`config.mk`:
```
export PLATFORM = sky130hd
export DESIGN_NAME = debounce_multi_flat
export DESIGN_NICKNAME = d
export VERILOG_FILES = /design/src/rtl/debounce_multi_if.sv /design/src/rtl/debounce_multi.sv /design/src/flat_wrapper.sv
export SDC_FILE = /design/constraint.sdc
export NUM_CORES = 1
export LEC_CHECK = 0
export CELL_PAD_IN_SITES_DETAIL_PLACEMENT = 1
export CELL_PAD_IN_SITES_GLOBAL_PLACEMENT = 1
export CORE_ASPECT_RATIO = 1.5
export CORE_MARGIN = 1.5
export CORE_UTILIZATION = 39
export DETAILED_ROUTE_END_ITERATION = 12
export GPL_TIMING_DRIVEN = 0
export MAX_ROUTING_LAYER = met4
export PLACE_DENSITY = 0.79
export SYNTH_ARGS = -nofsm -noshare
export SYNTH_HDL_FRONTEND = slang
export SYNTH_SLANG_ARGS = --single-unit
```
`constraint.sdc`:
```
create_clock -name clk -period 2.4 [get_ports clk]
set_clock_uncertainty 0.05 [all_clocks]
set_input_delay 0.36 -clock clk [delete_from_list [all_inputs] [get_ports clk]]
set_output_delay 0.36 -clock clk [all_outputs]
set_load 0.01 [all_outputs]
```
`src/rtl/debounce_multi_if.sv`:
```
// debounce_multi_if
//   Groups the front-panel side of the multi-channel debouncer.
//   Parameter N_CH sets the channel count and must match the debouncer.
//   Signals:
//     enable      1     common run enable (0: counters cleared, level held)
//     button      N_CH  raw asynchronous inputs
//     level       N_CH  debounced state (1 = pressed/active)
//     rise_pulse  N_CH  1-cycle pulse on level 0->1
//     fall_pulse  N_CH  1-cycle pulse on level 1->0
//     long_pulse  N_CH  1-cycle pulse after level held 1 for LONG_CYCLES
//     any_event   1     registered OR of all pulses
//   Modports: master drives enable/button; slave is the debouncer.
interface debounce_multi_if #(
  parameter int N_CH = 4
) ();
  logic            enable;
  logic [N_CH-1:0] button;
  logic [N_CH-1:0] level;
  logic [N_CH-1:0] rise_pulse;
  logic [N_CH-1:0] fall_pulse;
  logic [N_CH-1:0] long_pulse;
  logic            any_event;

  modport master (
    output enable, button,
    input  level, rise_pulse, fall_pulse, long_pulse, any_event
  );

  modport slave (
    input  enable, button,
    output level, rise_pulse, fall_pulse, long_pulse, any_event
  );
endinterface

```
`src/rtl/debounce_multi.sv`:
```
// debounce_multi
//   N-channel debouncer for buttons/switches in the clk domain. Each channel
//   has a 2-flop synchroniser, a mismatch counter that must reach DB_CYCLES
//   before the debounced level follows the input, rise/fall event pulses and
//   an optional long-press detector (LONG_CYCLES=0 removes it).
//   Ports:
//     clk    in   system clock, rising edge
//     reset  in   asynchronous, active-low reset
//     dbif   slave modport of debounce_multi_if (enable, button in;
//            level, rise/fall/long pulses, any_event out)
module debounce_multi #(
  parameter int N_CH        = 4,
  parameter int DB_CYCLES   = 256,
  parameter int LONG_CYCLES = 0,
  parameter int ACTIVE_LOW  = 0
) (
  input  logic           clk,
  input  logic           reset,
  debounce_multi_if.slave dbif
);

  localparam int              CNT_W    = $clog2(DB_CYCLES + 1);
  localparam logic [CNT_W-1:0] CNT_LAST = CNT_W'(DB_CYCLES - 1);
  // Raw pin value when nothing is pressed; also the xor mask that turns a
  // raw pin into a logical "pressed" bit.
  localparam logic [N_CH-1:0]  RAW_IDLE = (ACTIVE_LOW != 0) ? '1 : '0;

  logic [N_CH-1:0]  sync1, sync2;
  logic [N_CH-1:0]  s;
  logic [N_CH-1:0]  level_q, rise_q, fall_q, long_q;
  logic             any_q;
  logic [CNT_W-1:0] cnt [N_CH];

  // Sync flops hold raw pin values so reset can preload the idle pin level
  // and no spurious edge appears on reset release.
  always_ff @(posedge clk or negedge reset) begin
    if (!reset) begin
      sync1 <= RAW_IDLE;
      sync2 <= RAW_IDLE;
    end else begin
      sync1 <= dbif.button;
      sync2 <= sync1;
    end
  end

  assign s = sync2 ^ RAW_IDLE;

  always_ff @(posedge clk or negedge reset) begin
    if (!reset) begin
      for (int i = 0; i < N_CH; i++) cnt[i] <= '0;
      level_q <= '0;
      rise_q  <= '0;
      fall_q  <= '0;
    end else begin
      rise_q <= '0;
      fall_q <= '0;
      for (int i = 0; i < N_CH; i++) begin
        if (!dbif.enable || (s[i] == level_q[i])) begin
          // any agreement (or disable) throws away accumulated progress
          cnt[i] <= '0;
        end else if (cnt[i] == CNT_LAST) begin
          cnt[i]     <= '0;
          level_q[i] <= s[i];
          rise_q[i]  <= s[i];
          fall_q[i]  <= ~s[i];
        end else begin
          cnt[i] <= cnt[i] + 1'b1;
        end
      end
    end
  end

  generate
    if (LONG_CYCLES > 0) begin : g_long
      localparam int               HOLD_W   = $clog2(LONG_CYCLES + 1);
      localparam logic [HOLD_W-1:0] HOLD_MAX = HOLD_W'(LONG_CYCLES);
      logic [HOLD_W-1:0] hold [N_CH];

      // hold saturates at HOLD_MAX, so the pulse fires once per press
      always_ff @(posedge clk or negedge reset) begin
        if (!reset) begin
          for (int i = 0; i < N_CH; i++) hold[i] <= '0;
          long_q <= '0;
        end else begin
          long_q <= '0;
          for (int i = 0; i < N_CH; i++) begin
            if (!dbif.enable || !level_q[i]) begin
              hold[i] <= '0;
            end else if (hold[i] != HOLD_MAX) begin
              hold[i]   <= hold[i] + 1'b1;
              long_q[i] <= (hold[i] == HOLD_MAX - 1'b1);
            end
          end
        end
      end
    end else begin : g_no_long
      assign long_q = '0;
    end
  endgenerate

  always_ff @(posedge clk or negedge reset) begin
    if (!reset) begin
      any_q <= 1'b0;
    end else begin
      any_q <= |(rise_q | fall_q | long_q);
    end
  end

  assign dbif.level      = level_q;
  assign dbif.rise_pulse = rise_q;
  assign dbif.fall_pulse = fall_q;
  assign dbif.long_pulse = long_q;
  assign dbif.any_event  = any_q;

endmodule

```
`src/flat_wrapper.sv`:
```
// flat-port wrapper written by rule: the top's interface ports become plain ports
module debounce_multi_flat 
#(
  parameter int N_CH        = 4,
  parameter int DB_CYCLES   = 256,
  parameter int LONG_CYCLES = 0,
  parameter int ACTIVE_LOW  = 0
)
  (clk, reset, dbif_enable, dbif_button, dbif_level, dbif_rise_pulse, dbif_fall_pulse, dbif_long_pulse, dbif_any_event);
  debounce_multi_if #(.N_CH(N_CH)) dbif_i ();
  input  logic clk;
  input  logic reset;
  input wire logic [$bits(dbif_i.enable)-1:0] dbif_enable;
  input wire logic [$bits(dbif_i.button)-1:0] dbif_button;
  output wire logic [$bits(dbif_i.level)-1:0] dbif_level;
  output wire logic [$bits(dbif_i.rise_pulse)-1:0] dbif_rise_pulse;
  output wire logic [$bits(dbif_i.fall_pulse)-1:0] dbif_fall_pulse;
  output wire logic [$bits(dbif_i.long_pulse)-1:0] dbif_long_pulse;
  output wire logic [$bits(dbif_i.any_event)-1:0] dbif_any_event;
  assign dbif_i.enable = dbif_enable;
  assign dbif_i.button = dbif_button;
  assign dbif_level = dbif_i.level;
  assign dbif_rise_pulse = dbif_i.rise_pulse;
  assign dbif_fall_pulse = dbif_i.fall_pulse;
  assign dbif_long_pulse = dbif_i.long_pulse;
  assign dbif_any_event = dbif_i.any_event;
  debounce_multi #(.N_CH(N_CH), .DB_CYCLES(DB_CYCLES), .LONG_CYCLES(LONG_CYCLES), .ACTIVE_LOW(ACTIVE_LOW)) u_core (.clk(clk), .reset(reset), .dbif(dbif_i));
endmodule
```
### After elaboration in Yosys (flattened, before gate mapping)

Index checks and enable logic that the tools add are counted.

| cells by class | value |
|---|---|
| muxes and demuxes | 24 |
| order comparisons | 0 |
| shifts and indexed selects | 0 |
| $mul | 0 |
| bitwise logic cells | 9 |
| eq/ne operators | 8 |
| reductions and logical operators | 10 |
| div/mod/pow operators | 0 |
| $add $sub $neg | 4 |

Operator list:

| operator | number |
|---|---|
| 2-to-1 mux 9 bit | 8 |
| adder 9 x 1 -> 9 bit (second input constant) | 4 |
| == test 9 x 8 -> 1 bit (second input constant) | 4 |
| 2-to-1 mux 1 bit | 16 |
| inverter 1 bit | 8 |
| AND reduction 2 bit | 4 |
| == test 1 bit | 4 |
| logical OR 1 bit | 4 |
| bitwise OR 4 bit | 1 |
| OR reduction 4 bit | 1 |
| logical NOT 1 bit | 1 |

| word-level totals | value |
|---|---|
| RAM bits | 0 |
| bits of input ports | 7 |
| flip-flop bits (word level) | 57 |
| bits in latches | 0 |
| memories kept | 0 |
| output and inout port bits | 17 |
| memory bits (read-only) | 0 |

### Logic depth before layout (Yosys ltp)

| depth | value |
|---|---|
| depth in word-level cells | 4 |
| mapped depth | 4 |

### Least setup slack after synthesis

Ideal clock, no wire load.

| timing path | value |
|---|---|
| kind | flip-flop to flip-flop |
| from | register u_core.cnt[18] (netlist name) |
| to | register u_core.level_q[1] (netlist: u_core.dbif.level[1]) |
| arrival time | 1.276 ns |
| stages on the path, launching flop included | 5 |
| slack | 0.946 ns |
| buffers on the path | 0 |
| cell sequence | dfrtp_1 > ha_1 > nand3_4 > nor4_2 > mux2_1 |

| on the way | value |
|---|---|
| cells in the longest elaborated chain, start to end | 2 |

RTL lines:

| item | line | source |
|---|---|---|
| from (decl) | debounce_multi.sv:32 | `logic [CNT_W-1:0] cnt [N_CH];` |
| from (signal, indexed assignment) | debounce_multi.sv:67 | `cnt[i] <= cnt[i] + 1'b1;` |
| == test 9 x 8 -> 1 bit | debounce_multi.sv:61 | `end else if (cnt[i] == CNT_LAST) begin` |
| AND reduction 2 bit (no line) | n/a |  |
| to (signal, indexed assignment) | debounce_multi.sv:63 | `level_q[i] <= s[i];` |
| to (decl) | debounce_multi.sv:30 | `logic [N_CH-1:0] level_q, rise_q, fall_q, long_q;` |

No other way between the ends.
A chain may end at the register's enable or synchronous reset.

### Worst setup path in the final report

| timing path | value |
|---|---|
| from | register u_core.level_q[0] (netlist: u_core.dbif.level[0]) |
| to | output dbif_level[0] |

RTL lines:

| item | line | source |
|---|---|---|
| to (decl) | flat_wrapper.sv:15 | `output wire logic [$bits(dbif_i.level)-1:0] dbif_level;` |

No word-level cell between the ends.

==> impl_results.md <==
* Gpl congestion at around 0.76
* Clock buffer depth at 2
* Initial DRC count at 94
* Seq cells post-synth at 57
* IO Port Bufs at 19
* Buffers plus inverters on the worst setup path at 1
* Clock sinks at 57
* CP top delay family: buffers and inverters
* Die height at 101.0 um
* DR WL/cell at 15.34 um
* # hold bufs at CTS at 0
* Asr flop ratio synth at 100.0%
* Post-synth top area cell: dfrtp_1
* Dpl cells at 306
* Kind of critical path: reg -> out
* Yosys cell types at 37
* Root buffer cell: clkbuf_8
* Non-Filler Instances at about 320
* IR drop worst, VDD at about 0.49 mV
* Mapped Cells at 209
* Vias per inst at 5.441
* DRT antenna net count at 0
* Core area at slightly above 6000 um^2
* Max stage delay cell, worst path: clkdlybuf4s50_1
* Seq/Total Area, Yosys at 57.17%
* Slew @ Worst Pin at between 0.6 and 0.7 ns
* Slew Limit Fails at 0
* Fmax at 592.0 MHz
* Arrival @ worst endpoint at 1.28 ns
* Status: finished clean
* Synth top area share at a little under three fifths
* Reg2reg path depth at 4
* Synth Area per Inst at approximately 12 um^2
* Largest net degree at the start of global routing at 31
* TritonCTS clock tree: built
* Std-Cell Rows at 35
* Critical path depth at 1
* Synth top area cells: dfrtp_1 (57%), xor2_1 (3.9%), a21oi_1 (2.4%)
* Die area at 6896 um^2
* Post-CTS Setup Bufs at 0
* Filler instances at 682
* Tot Pwr at ~0.002 W
* Via count at ~1.8k
* Max-cap violations at 0
* Hold Violations, Final at 0
* Cts bufs inserted at 9
* Gr usage total at 17.79%
* CTS resizes at 0
* Synthesized cell area at ~2500 um^2
* Post-synth EDFFs at 0
* Chip Width at approximately 70 um
* Ys flop type: dfrtp_1
* DR DRC count at 0
* Final Core Density at 48.77%
* Initial antenna violation count at 0
* Drt pass-1 iters at 4
* Critical Path Source Type: flip-flop
* Aggregate global routing overflow at 0
* Routed wire length at 4940 um
* Area grow syn2layout at 20.71%
* Count of final setup violators at 0
* Slowest stage delay, CP at 0.56 ns
* Share of cells above drive strength 1 at 15.73%
* Worst min path class: in -> async
* Clock latency on the worst-skew pair at 0.33 ns
* Fin worst setup slack at 0.7109 ns
* Top Ports at 24
* First-pass GRT wire length at between 8000 and 9000 um
* CP Capture Type: output pin
* Slew headroom at 55.28%
* Final period utilization at approximately 70%
* Initial core utilization at 40.41%
* NumNets Final at 254
* RSZ-0062 raised after global routing: false
* Worst EP required at a little under 2 ns
* Clock-pin slew on the worst setup and hold paths at ~0.06 ns
* Crit-path cells: clkdlybuf4s50_1
* Minimum clock period at 1.689 ns
* Setup WS pre-CTS at 0.5154 ns
* Worst Path Max Fanout at 3
* Setup slack, reg-to-reg at 0.81 ns
* Vias in the first global route at 1,811
* # diodes at 0
* DPL Wire Length at 3545 um
* Pleak at around 1.3 nW
* PwrDens at roughly 660 nW/um^2
* Synth warnings at 0
* CTS H-tree lvls at 3
* Final Hold Slack at 0.006119 ns
==> metal layers <==
metal | GRT usage [%] | vias up | part of all wire (%)
met5 | - | - | 0
met4 | 8.308 | 0 | 1.9
met3 | 6.034 | 9 | 3.5
met2 | 27.18 | 28 | 53
met1 | 20.81 | 880 | 41
li1 | - | 835 | -
==> cell families (layout without fill, tap and decap cells) <==
kind of cell,count (synthesis),after routing,synth area share (%)
and+or+nand+nor,80,80,22.32
DFF,57,57,57.17
AOI/OAI and AO/OA,37,37,9.077
xor gates and xnor gates,16,16,5.617
buffers and inverters,11,47,2.307
adders and majority gates,4,4,2.006
muxes,3,3,1.354
other,1,4,0.1503
==> metrics by stage <==
| step | setup TNS [ns] | area, um^2 |
|---|---|---|
| 6_report | 0 | 3012 |
| 5_1_grt | 0 | 3012 |
| 4_1_cts | 0 | 3012 |
| 3_5_place_dp | 0 | 2804 |
| 3_3_place_gp | -47.15 | 2789 |
| 2_1_floorplan | 0 | 2506 |
==> layout by cell type, fill, tap and decap left out, types with 2 or more instances in the layout <==
cell type	synthesis	final
nor3_2	3	3
conb_1	1	4
and4_1	6	6
nor3b_1	4	4
o21ai_0	11	11
nor3b_2	3	3
ha_1	4	4
nor3_1	8	8
nor4_1	2	2
nand3_4	3	3
clkbuf_8	0	12
nand2_1	6	6
buf_2	1	2
xor2_1	11	11
clkbuf_1	0	2
nand4_1	5	5
nand3b_1	3	3
nor2_1	10	10
or3_1	5	5
a311oi_1	6	6
nand2_2	3	3
clkdlybuf4s50_1	0	18
dfrtp_1	57	57
o31ai_1	2	2
and3_1	4	4
buf_4	4	4
mux2_1	3	3
a21oi_1	12	12
xnor2_1	5	5
inv_1	5	5
nor4_2	3	3
a31oi_1	3	3
nand3_1	9	9
==> area by class of cell <==
cell class	instances	area, um^2	area share, %
inverter	6	22.52	0.7478
clock buffer	14	172.7	5.733
sequential	57	1426	47.36
buffer	5	35.03	1.163
tap	74	92.59	3.074
multi-input combinational	144	1022	33.94
timing repair buffer	20	205.2	6.813
clock inverter	2	35.03	1.163
==> report_power, final <==
part           switching, W  internal [W]
logic             0.0000503     0.0000283
registers         0.0000144      0.000976
clock network      0.000366      0.000564
==> path summary, 6_finish.rpt <==
kind,startpoint,endpoint
worst max-delay path,u_core.dbif.level[0]$_DFFE_PN0P_,dbif_level[0]
worst min-delay path,reset,u_core.sync1[1]$_DFF_PN0_
worst max register to register,u_core.cnt[9]$_DFF_PN0_,u_core.dbif.level[2]$_DFFE_PN0P_
worst min register to register,u_core.sync1[0]$_DFF_PN0_,u_core.s[0]$_DFF_PN0_
max in group asynchronous,reset,u_core.dbif.level[0]$_DFFE_PN0P_
min in group clk,u_core.sync1[0]$_DFF_PN0_,u_core.s[0]$_DFF_PN0_
==> flip-flops by register name, indices dropped and copies added (netlist names) <==
name	cells
u_core.s	4
u_core.dbif.level	4
u_core.dbif.rise_pulse	4
u_core.dbif.fall_pulse	4
u_core.cnt	36
u_core.sync1	4
u_core.dbif.any_event	1
==> synthesized netlist by cell type, drive strengths merged (4+ instances only) <==
| cell | count |
|---|---|
| a21oi | 12 |
| a311oi | 6 |
| and3 | 4 |
| and4 | 6 |
| buf | 5 |
| dfrtp | 57 |
| ha | 4 |
| inv | 6 |
| nand2 | 9 |
| nand3 | 12 |
| nand4 | 5 |
| nor2 | 10 |
| nor3 | 11 |
| nor3b | 7 |
| nor4 | 5 |
| o21ai | 11 |
| or3 | 5 |
| xnor2 | 5 |
| xor2 | 11 |
Note: power is estimated with default switching activity, not from simulation.
